`src/rtl/tetris_pkg.sv`:
```
// Shared Tetris playfield definitions: move-mode encodings, checker FSM states,
// default field/block geometry and the row-major field index helper.
package tetris_pkg;

  localparam int unsigned FIELD_W_DEF = 10;
  localparam int unsigned FIELD_H_DEF = 10;
  localparam int unsigned BLK_DEF     = 3;

  typedef enum logic [1:0] {
    MODE_DOWN    = 2'b00,
    MODE_LEFT    = 2'b01,
    MODE_RIGHT   = 2'b10,
    MODE_OVERLAP = 2'b11
  } mode_e;

  typedef enum logic [1:0] {
    ST_IDLE = 2'b00,
    ST_SCAN = 2'b01,
    ST_FIN  = 2'b10
  } state_e;

  // Row-major cell index, bit 0 is the top-left cell.
  function automatic int unsigned field_idx(input int unsigned x,
                                            input int unsigned y,
                                            input int unsigned w);
    return y * w + x;
  endfunction

endpackage

```
`src/rtl/collision_check_seq_if.sv`:
```
// Request/result bundle between the game-control FSM (master) and the
// sequential collision checker (slave).
interface collision_check_seq_if #(
  parameter int unsigned FIELD_W = tetris_pkg::FIELD_W_DEF,
  parameter int unsigned FIELD_H = tetris_pkg::FIELD_H_DEF,
  parameter int unsigned BLK     = tetris_pkg::BLK_DEF
);
  localparam int unsigned XW    = $clog2(FIELD_W);
  localparam int unsigned YW    = $clog2(FIELD_H);
  localparam int unsigned NCELL = BLK * BLK;
  localparam int unsigned IW    = (NCELL > 1) ? $clog2(NCELL) : 1;
  localparam int unsigned NF    = FIELD_W * FIELD_H;

  logic              start;
  logic [1:0]        mode;
  logic [0:NF-1]     field;
  logic [0:NCELL-1]  block;
  logic [XW-1:0]     block_x;
  logic [YW-1:0]     block_y;
  logic              busy;
  logic              done;
  logic              collide;
  logic              hit_floor;
  logic              hit_wall;
  logic              hit_field;
  logic [IW-1:0]     hit_idx;

  modport master (
    output start, mode, field, block, block_x, block_y,
    input  busy, done, collide, hit_floor, hit_wall, hit_field, hit_idx
  );

  modport slave (
    input  start, mode, field, block, block_x, block_y,
    output busy, done, collide, hit_floor, hit_wall, hit_field, hit_idx
  );

endinterface

```
`src/rtl/collision_cell_eval.sv`:
```
// Single-cell collision test: target position of one block cell after the move
// offset, classified as wall, floor or occupied-field hit.
module collision_cell_eval
  import tetris_pkg::*;
#(
  parameter int unsigned FIELD_W = FIELD_W_DEF,
  parameter int unsigned FIELD_H = FIELD_H_DEF,
  parameter int unsigned BLK     = BLK_DEF,
  localparam int unsigned XW = $clog2(FIELD_W),
  localparam int unsigned YW = $clog2(FIELD_H),
  localparam int unsigned CW = (BLK > 1) ? $clog2(BLK) : 1,
  localparam int unsigned NF = FIELD_W * FIELD_H
) (
  input  logic [XW-1:0]     base_x,
  input  logic [YW-1:0]     base_y,
  input  logic [CW-1:0]     cx,
  input  logic [CW-1:0]     cy,
  input  logic signed [1:0] dx,
  input  logic signed [1:0] dy,
  input  logic [0:NF-1]     field,
  output logic              wall_c,
  output logic              floor_c,
  output logic              field_c
);

  localparam int unsigned TXW = XW + 2;
  localparam int unsigned TYW = YW + 2;
  localparam int unsigned FIW = (NF > 1) ? $clog2(NF) : 1;

  logic signed [TXW-1:0] tx;
  logic signed [TYW-1:0] ty;
  logic                  y_in;
  logic [FIW-1:0]        fidx;

  // Two guard bits keep negative and past-the-edge targets distinct (no wrap).
  always_comb begin
    tx      = $signed(TXW'(base_x)) + $signed(TXW'(cx)) + TXW'(dx);
    ty      = $signed(TYW'(base_y)) + $signed(TYW'(cy)) + TYW'(dy);
    wall_c  = tx[TXW-1] || (tx >= $signed(TXW'(FIELD_W)));
    floor_c = (ty >= $signed(TYW'(FIELD_H)));
    y_in    = !ty[TYW-1] && !floor_c;
    fidx    = '0;
    field_c = 1'b0;
    if (!wall_c && y_in) begin
      fidx    = FIW'(field_idx(32'($unsigned(tx)), 32'($unsigned(ty)), FIELD_W));
      field_c = field[fidx];
    end
  end

endmodule

```
`src/rtl/collision_check_seq.sv`:
```
// Sequential collision checker: scans one block cell per clock and reports
// collision plus cause. Optional `COLLIDE_EARLY_EXIT_EN ends the scan after the first hit.
module collision_check_seq
  import tetris_pkg::*;
#(
  parameter int unsigned FIELD_W = FIELD_W_DEF,
  parameter int unsigned FIELD_H = FIELD_H_DEF,
  parameter int unsigned BLK     = BLK_DEF
) (
  input logic                 clk,
  input logic                 rst_n,
  collision_check_seq_if.slave bus
);

  localparam int unsigned XW    = $clog2(FIELD_W);
  localparam int unsigned YW    = $clog2(FIELD_H);
  localparam int unsigned NCELL = BLK * BLK;
  localparam int unsigned IW    = (NCELL > 1) ? $clog2(NCELL) : 1;
  localparam int unsigned CW    = (BLK > 1) ? $clog2(BLK) : 1;
  localparam int unsigned NF    = FIELD_W * FIELD_H;

  state_e           state_q, state_d;
  mode_e            mode_q, mode_d;
  logic [0:NF-1]    field_q, field_d;
  logic [0:NCELL-1] block_q, block_d;
  logic [XW-1:0]    bx_q, bx_d;
  logic [YW-1:0]    by_q, by_d;
  logic [IW-1:0]    idx_q, idx_d;
  logic [CW-1:0]    cx_q, cx_d;
  logic [CW-1:0]    cy_q, cy_d;
  logic             busy_q, busy_d;
  logic             done_q, done_d;
  logic             collide_q, collide_d;
  logic             hit_floor_q, hit_floor_d;
  logic             hit_wall_q, hit_wall_d;
  logic             hit_field_q, hit_field_d;
  logic [IW-1:0]    hit_idx_q, hit_idx_d;

  logic signed [1:0] dx_c, dy_c;
  logic              ev_wall_c, ev_floor_c, ev_field_c;
  logic              cell_hit_c, last_c;

  // Move offset for the latched mode.
  always_comb begin
    dx_c = '0;
    dy_c = '0;
    case (mode_q)
      MODE_DOWN:  dy_c = 2'sd1;
      MODE_LEFT:  dx_c = -2'sd1;
      MODE_RIGHT: dx_c = 2'sd1;
      default:    ;
    endcase
  end

  collision_cell_eval #(
    .FIELD_W (FIELD_W),
    .FIELD_H (FIELD_H),
    .BLK     (BLK)
  ) u_cell_eval (
    .base_x  (bx_q),
    .base_y  (by_q),
    .cx      (cx_q),
    .cy      (cy_q),
    .dx      (dx_c),
    .dy      (dy_c),
    .field   (field_q),
    .wall_c  (ev_wall_c),
    .floor_c (ev_floor_c),
    .field_c (ev_field_c)
  );

  assign cell_hit_c = block_q[idx_q] & (ev_wall_c | ev_floor_c | ev_field_c);
  assign last_c     = (idx_q == IW'(NCELL - 1));

  // Next-state and result logic.
  always_comb begin
    state_d     = state_q;
    mode_d      = mode_q;
    field_d     = field_q;
    block_d     = block_q;
    bx_d        = bx_q;
    by_d        = by_q;
    idx_d       = idx_q;
    cx_d        = cx_q;
    cy_d        = cy_q;
    hit_floor_d = hit_floor_q;
    hit_wall_d  = hit_wall_q;
    hit_field_d = hit_field_q;
    hit_idx_d   = hit_idx_q;

    unique case (state_q)
      ST_IDLE: begin
        if (bus.start) begin
          mode_d      = mode_e'(bus.mode);
          field_d     = bus.field;
          block_d     = bus.block;
          bx_d        = bus.block_x;
          by_d        = bus.block_y;
          idx_d       = '0;
          cx_d        = '0;
          cy_d        = '0;
          hit_floor_d = 1'b0;
          hit_wall_d  = 1'b0;
          hit_field_d = 1'b0;
          hit_idx_d   = '0;
          state_d     = ST_SCAN;
        end
      end
      ST_SCAN: begin
        if (cell_hit_c) begin
          hit_floor_d = hit_floor_q | ev_floor_c;
          hit_wall_d  = hit_wall_q  | ev_wall_c;
          hit_field_d = hit_field_q | ev_field_c;
          if (!(hit_floor_q | hit_wall_q | hit_field_q)) hit_idx_d = idx_q;
        end
        if (last_c) begin
          state_d = ST_FIN;
        end else begin
          idx_d = idx_q + IW'(1);
          if (cx_q == CW'(BLK - 1)) begin
            cx_d = '0;
            cy_d = cy_q + CW'(1);
          end else begin
            cx_d = cx_q + CW'(1);
          end
        end
`ifdef COLLIDE_EARLY_EXIT_EN
        if (cell_hit_c) state_d = ST_FIN;
`endif
      end
      ST_FIN:  state_d = ST_IDLE;
      default: state_d = ST_IDLE;
    endcase

    collide_d = hit_floor_d | hit_wall_d | hit_field_d;
    busy_d    = (state_d == ST_SCAN);
    done_d    = (state_d == ST_FIN);
  end

  always_ff @(posedge clk or negedge rst_n) begin
    if (!rst_n) begin
      state_q     <= ST_IDLE;
      mode_q      <= MODE_DOWN;
      field_q     <= '0;
      block_q     <= '0;
      bx_q        <= '0;
      by_q        <= '0;
      idx_q       <= '0;
      cx_q        <= '0;
      cy_q        <= '0;
      busy_q      <= 1'b0;
      done_q      <= 1'b0;
      collide_q   <= 1'b0;
      hit_floor_q <= 1'b0;
      hit_wall_q  <= 1'b0;
      hit_field_q <= 1'b0;
      hit_idx_q   <= '0;
    end else begin
      state_q     <= state_d;
      mode_q      <= mode_d;
      field_q     <= field_d;
      block_q     <= block_d;
      bx_q        <= bx_d;
      by_q        <= by_d;
      idx_q       <= idx_d;
      cx_q        <= cx_d;
      cy_q        <= cy_d;
      busy_q      <= busy_d;
      done_q      <= done_d;
      collide_q   <= collide_d;
      hit_floor_q <= hit_floor_d;
      hit_wall_q  <= hit_wall_d;
      hit_field_q <= hit_field_d;
      hit_idx_q   <= hit_idx_d;
    end
  end

  assign bus.busy      = busy_q;
  assign bus.done      = done_q;
  assign bus.collide   = collide_q;
  assign bus.hit_floor = hit_floor_q;
  assign bus.hit_wall  = hit_wall_q;
  assign bus.hit_field = hit_field_q;
  assign bus.hit_idx   = hit_idx_q;

endmodule
```
`src/flat_wrapper.sv`:
```
// flat-port wrapper written by rule: the top's interface ports become plain ports
module collision_check_seq_flat import tetris_pkg::*;
#(
  parameter int unsigned FIELD_W = FIELD_W_DEF,
  parameter int unsigned FIELD_H = FIELD_H_DEF,
  parameter int unsigned BLK     = BLK_DEF
)
  (clk, rst_n, bus_start, bus_mode, bus_field, bus_block, bus_block_x, bus_block_y, bus_busy, bus_done, bus_collide, bus_hit_floor, bus_hit_wall, bus_hit_field, bus_hit_idx);
  collision_check_seq_if #(.FIELD_W(FIELD_W), .FIELD_H(FIELD_H), .BLK(BLK)) bus_i ();
  input logic clk;
  input logic rst_n;
  input wire logic [$bits(bus_i.start)-1:0] bus_start;
  input wire logic [$bits(bus_i.mode)-1:0] bus_mode;
  input wire logic [$bits(bus_i.field)-1:0] bus_field;
  input wire logic [$bits(bus_i.block)-1:0] bus_block;
  input wire logic [$bits(bus_i.block_x)-1:0] bus_block_x;
  input wire logic [$bits(bus_i.block_y)-1:0] bus_block_y;
  output wire logic [$bits(bus_i.busy)-1:0] bus_busy;
  output wire logic [$bits(bus_i.done)-1:0] bus_done;
  output wire logic [$bits(bus_i.collide)-1:0] bus_collide;
  output wire logic [$bits(bus_i.hit_floor)-1:0] bus_hit_floor;
  output wire logic [$bits(bus_i.hit_wall)-1:0] bus_hit_wall;
  output wire logic [$bits(bus_i.hit_field)-1:0] bus_hit_field;
  output wire logic [$bits(bus_i.hit_idx)-1:0] bus_hit_idx;
  assign bus_i.start = bus_start;
  assign bus_i.mode = bus_mode;
  assign bus_i.field = bus_field;
  assign bus_i.block = bus_block;
  assign bus_i.block_x = bus_block_x;
  assign bus_i.block_y = bus_block_y;
  assign bus_busy = bus_i.busy;
  assign bus_done = bus_i.done;
  assign bus_collide = bus_i.collide;
  assign bus_hit_floor = bus_i.hit_floor;
  assign bus_hit_wall = bus_i.hit_wall;
  assign bus_hit_field = bus_i.hit_field;
  assign bus_hit_idx = bus_i.hit_idx;
  collision_check_seq #(.FIELD_W(FIELD_W), .FIELD_H(FIELD_H), .BLK(BLK)) u_core (.clk(clk), .rst_n(rst_n), .bus(bus_i));
endmodule
```
`config.mk`:
```
export PLATFORM = sky130hd
export DESIGN_NAME = collision_check_seq_flat
export DESIGN_NICKNAME = d
export VERILOG_FILES = /design/src/rtl/tetris_pkg.sv /design/src/rtl/collision_check_seq_if.sv /design/src/rtl/collision_cell_eval.sv /design/src/rtl/collision_check_seq.sv /design/src/flat_wrapper.sv
export SDC_FILE = /design/constraint.sdc
export NUM_CORES = 1
export LEC_CHECK = 0
export CAP_MARGIN = 5
export CORE_MARGIN = 5
export CORE_UTILIZATION = 55
export DETAILED_ROUTE_END_ITERATION = 12
export PLACE_DENSITY = 0.83
export SLEW_MARGIN = 40
export SYNTH_ARGS = -nofsm -noshare
export SYNTH_HDL_FRONTEND = slang
export SYNTH_SLANG_ARGS = --single-unit
```
`constraint.sdc`:
```
create_clock -name clk -period 6.4 [get_ports clk]
set_clock_uncertainty 0.1 [all_clocks]
set_input_delay 0.64 -clock clk [delete_from_list [all_inputs] [get_ports clk]]
set_output_delay 0.64 -clock clk [all_outputs]
set_load 0.01 [all_outputs]
```
==> impl_metrics.toml <==
[clock_network]
clock_sinks = 139
ctsLongestPathBuffers = 2
clkTransAtPathRegs_ns = 0.05
cts_hold_buf = 0
cts_buffers = 17
cts_tree = "done"
clk_latency_ns = 0.42
cts_resized = 0
cts_setup_buffers = 0
htree_levels = 4
ctsRootBufferMaster = "clkbuf_16"

[critical_path]
cp-endpoint = "u_core.bus.collide$_DFF_PN0_"
crit_type = "flop to flop"
critPathLaunchType = "flop"
r2r_slack_ns = 1.66
r2r_cells = 14
timing.rr.start = "u_core.cy_q[0]$_DFFE_PN0P_"
arrival_ns = 4.93
endpoint_kind = "flop"
crit_required_ns = 6.59
crit_start = "u_core.cy_q[0]$_DFFE_PN0P_"
cp_max_fo = 13
worst_r2r_endpoint = "u_core.bus.collide$_DFF_PN0_"

[route]
postRouteAntennaNets = 0
wl_um = 16690
num_vias = 5537
dr.pass1.iters = 5
routed_via_density = 5.360
drtIter0Drc = 499
drc = 0
wl_per_cell_um = 16.16

[floorplan]
start_util_pct = 56.28
core_area_um2 = 12620
die_w_um = 123.6
fp-row-count = 41
fp.dieH_um = 123.6
die_area_um2 = 15280
num_io_pins = 132

[timing]
worst_pin_slew_ns = 0.7705
tns_ns = 0
fin_crit_ns = 4.739
finalMaxSlewViolations = 0
fmax_mhz = 211.0
period_share_pct = 74.05
worst_slack_ns = 1.661
relSlewSlack_pct = 48.63
final-setup-viol-count = 0
hold_viol_final = 0
rsz0062_at_grt = "false"

[synthesis]
synth_cell_types = 51
async_flop_share_pct = 100.0
syn_area_um2 = 7102
syn_inst = 732
synth_edf_count = 0
ys.flop_type = "dfrtp_1"
synthesis.nets = 882
ys_seq_elements = 139
synth.top_cell.area_share_pct = 48.98
syn_avg_cell_area_um2 = 9.702
yosysWarnings = 0
ys_seq_area_share_pct = 48.98
synthTopCellsByArea = "dfrtp_1, nand2_1, mux4_1, mux4_2, ha_1"
synth_top_cell_by_area = "dfrtp_1"

[finish]
multiInputGateArea_um2 = 3447
fin_cells = 1033
nets = 999
n_antenna_cell = 0
areaGrowthSynthToFinish_pct = 29.19
final_util_pct = 72.70
seqCellArea_um2 = 3478
layout-drive-gt1-share_pct = 7.201
nFillCells = 880

[grt]
grt_max_degree = 83
grt_pass1_vias = 5802
grt_overflow = 0
grt_pass1_wl_um = 27670
antenna_found_initial = 0
grt_util_all_layers_pct = 23.59

[place]
dp_slack_ns = 1.689
routabilityCongestion = 0.8497
port_buffers = 131
dp.cells = 1002
dp_hpwl_um = 11640

[status]
status = "complete, no violations"

[flow_run]
maxCapViolations = 0

[worst_hold_path]
min_path_type = "input pin to asynchronous set/reset pin"
[final cells by class]
cell class | count | area share, %
sequential | 139 | 37.91
multi-input combinational | 550 | 37.57
timing repair buffer | 135 | 14.97
clock buffer | 25 | 5.509
tap | 172 | 2.346
clock inverter | 6 | 1.446
inverter | 6 | 0.2455
[flip-flops by register name, summed over array words and instances, names as in the netlist]
register / cells
u_core.bx_q: 4
u_core.bus.busy: 1
u_core.bus.hit_floor: 1
u_core.bus.hit_idx: 4
u_core.idx_q: 4
u_core.mode_q: 2
u_core.by_q: 4
u_core.field_q: 100
u_core.cx_q: 2
u_core.state_q: 2
u_core.cy_q: 2
u_core.bus.hit_wall: 1
u_core.bus.hit_field: 1
u_core.bus.collide: 1
u_core.block_q: 9
u_core.bus.done: 1
[Yosys cell counts (all sizes together) (2+ instances only)]
cell and count:
fa 5, nor3 4, or3 2, nor2 11, o21ai 13, xnor2 10, o31ai 2, a32o 2
nand3 6, a21oi 6, o21a 2, nand3b 2, a21o 5, inv 6, and2 3, buf 13
o211ai 2, dfrtp 139, nor2b 4, clkbuf 24, nand2 374, ha 23, mux2i 28, xor2 7
mux4 27
[cells by family after synthesis]
family	synth area share (%)
flops	48.98
compound gates	3.806
fa+ha+maj	5.462
simple gates	22.80
buf+inv	3.100
mux	13.34
xor+xnor	2.519
[worst max-delay path, stage by stage (launching register included)]
cell and delay [ns]:
dfrtp_1 0.43, ha_1 0.29, fa_1 0.45, xnor2_1 0.44, xnor2_1 0.16, ha_1 0.32, ha_1 0.41, xor2_4 0.57
mux2i_1 0.26, mux2i_1 0.10, mux2i_1 0.20, mux2i_1 0.14, o21ai_2 0.25, o31ai_2 0.10, or3_1 0.38
[metal layers]
| metal | share of wire [%] | track usage, % | vias to the layer above |
|---|---|---|---|
| li1 | - | - | 2640 |
| met1 | 42 | 29.97 | 2698 |
| met2 | 50 | 38.26 | 163 |
| met3 | 5.6 | 6.085 | 36 |
| met4 | 2.7 | 10.59 | 0 |
| met5 | 0 | 0 | - |
[placed cells by master, fill, tap and decap left out, drive strengths merged, types with 5 or more instances in the layout]
master and instances:
dfrtp 139, clkdlybuf4s50 130, inv 6, fa 5, nand2 374, o21ai 13
mux2i 28, ha 23, clkbuf 26, a21oi 6, nor2 11, nand3 6
a21o 5, xnor2 10, mux4 27, xor2 7
[worst min path at each step]
stage | from | endpoint | slack [ns] | cells past startpoint
2_1_floorplan | rst_n | u_core.block_q[0]$_DFFE_PN0P_ | 0.24 | 0
3_3_place_gp | u_core.field_q[97]$_DFFE_PN0P_ | u_core.field_q[97]$_DFFE_PN0P_ | 0.35 | 2
3_5_place_dp | u_core.field_q[52]$_DFFE_PN0P_ | u_core.field_q[52]$_DFFE_PN0P_ | 0.36 | 2
4_1_cts | rst_n | u_core.field_q[80]$_DFFE_PN0P_ | 0.09 | 1
5_1_grt | rst_n | u_core.field_q[80]$_DFFE_PN0P_ | 0.12 | 1
6_report | rst_n | u_core.field_q[80]$_DFFE_PN0P_ | 0.07 | 1
[stage by stage]
stage	hold slack [ns]	area (um^2)
global route	0.1236	9175
detailed placement	0.3557	8524
global placement	0.3528	8467
CTS	0.09466	9163
floorplan	0.2444	7102
finish	0.07120	9175
Power is not shown: default switching activity piles up to over one toggle a cycle in this logic, so the estimate is an artifact.
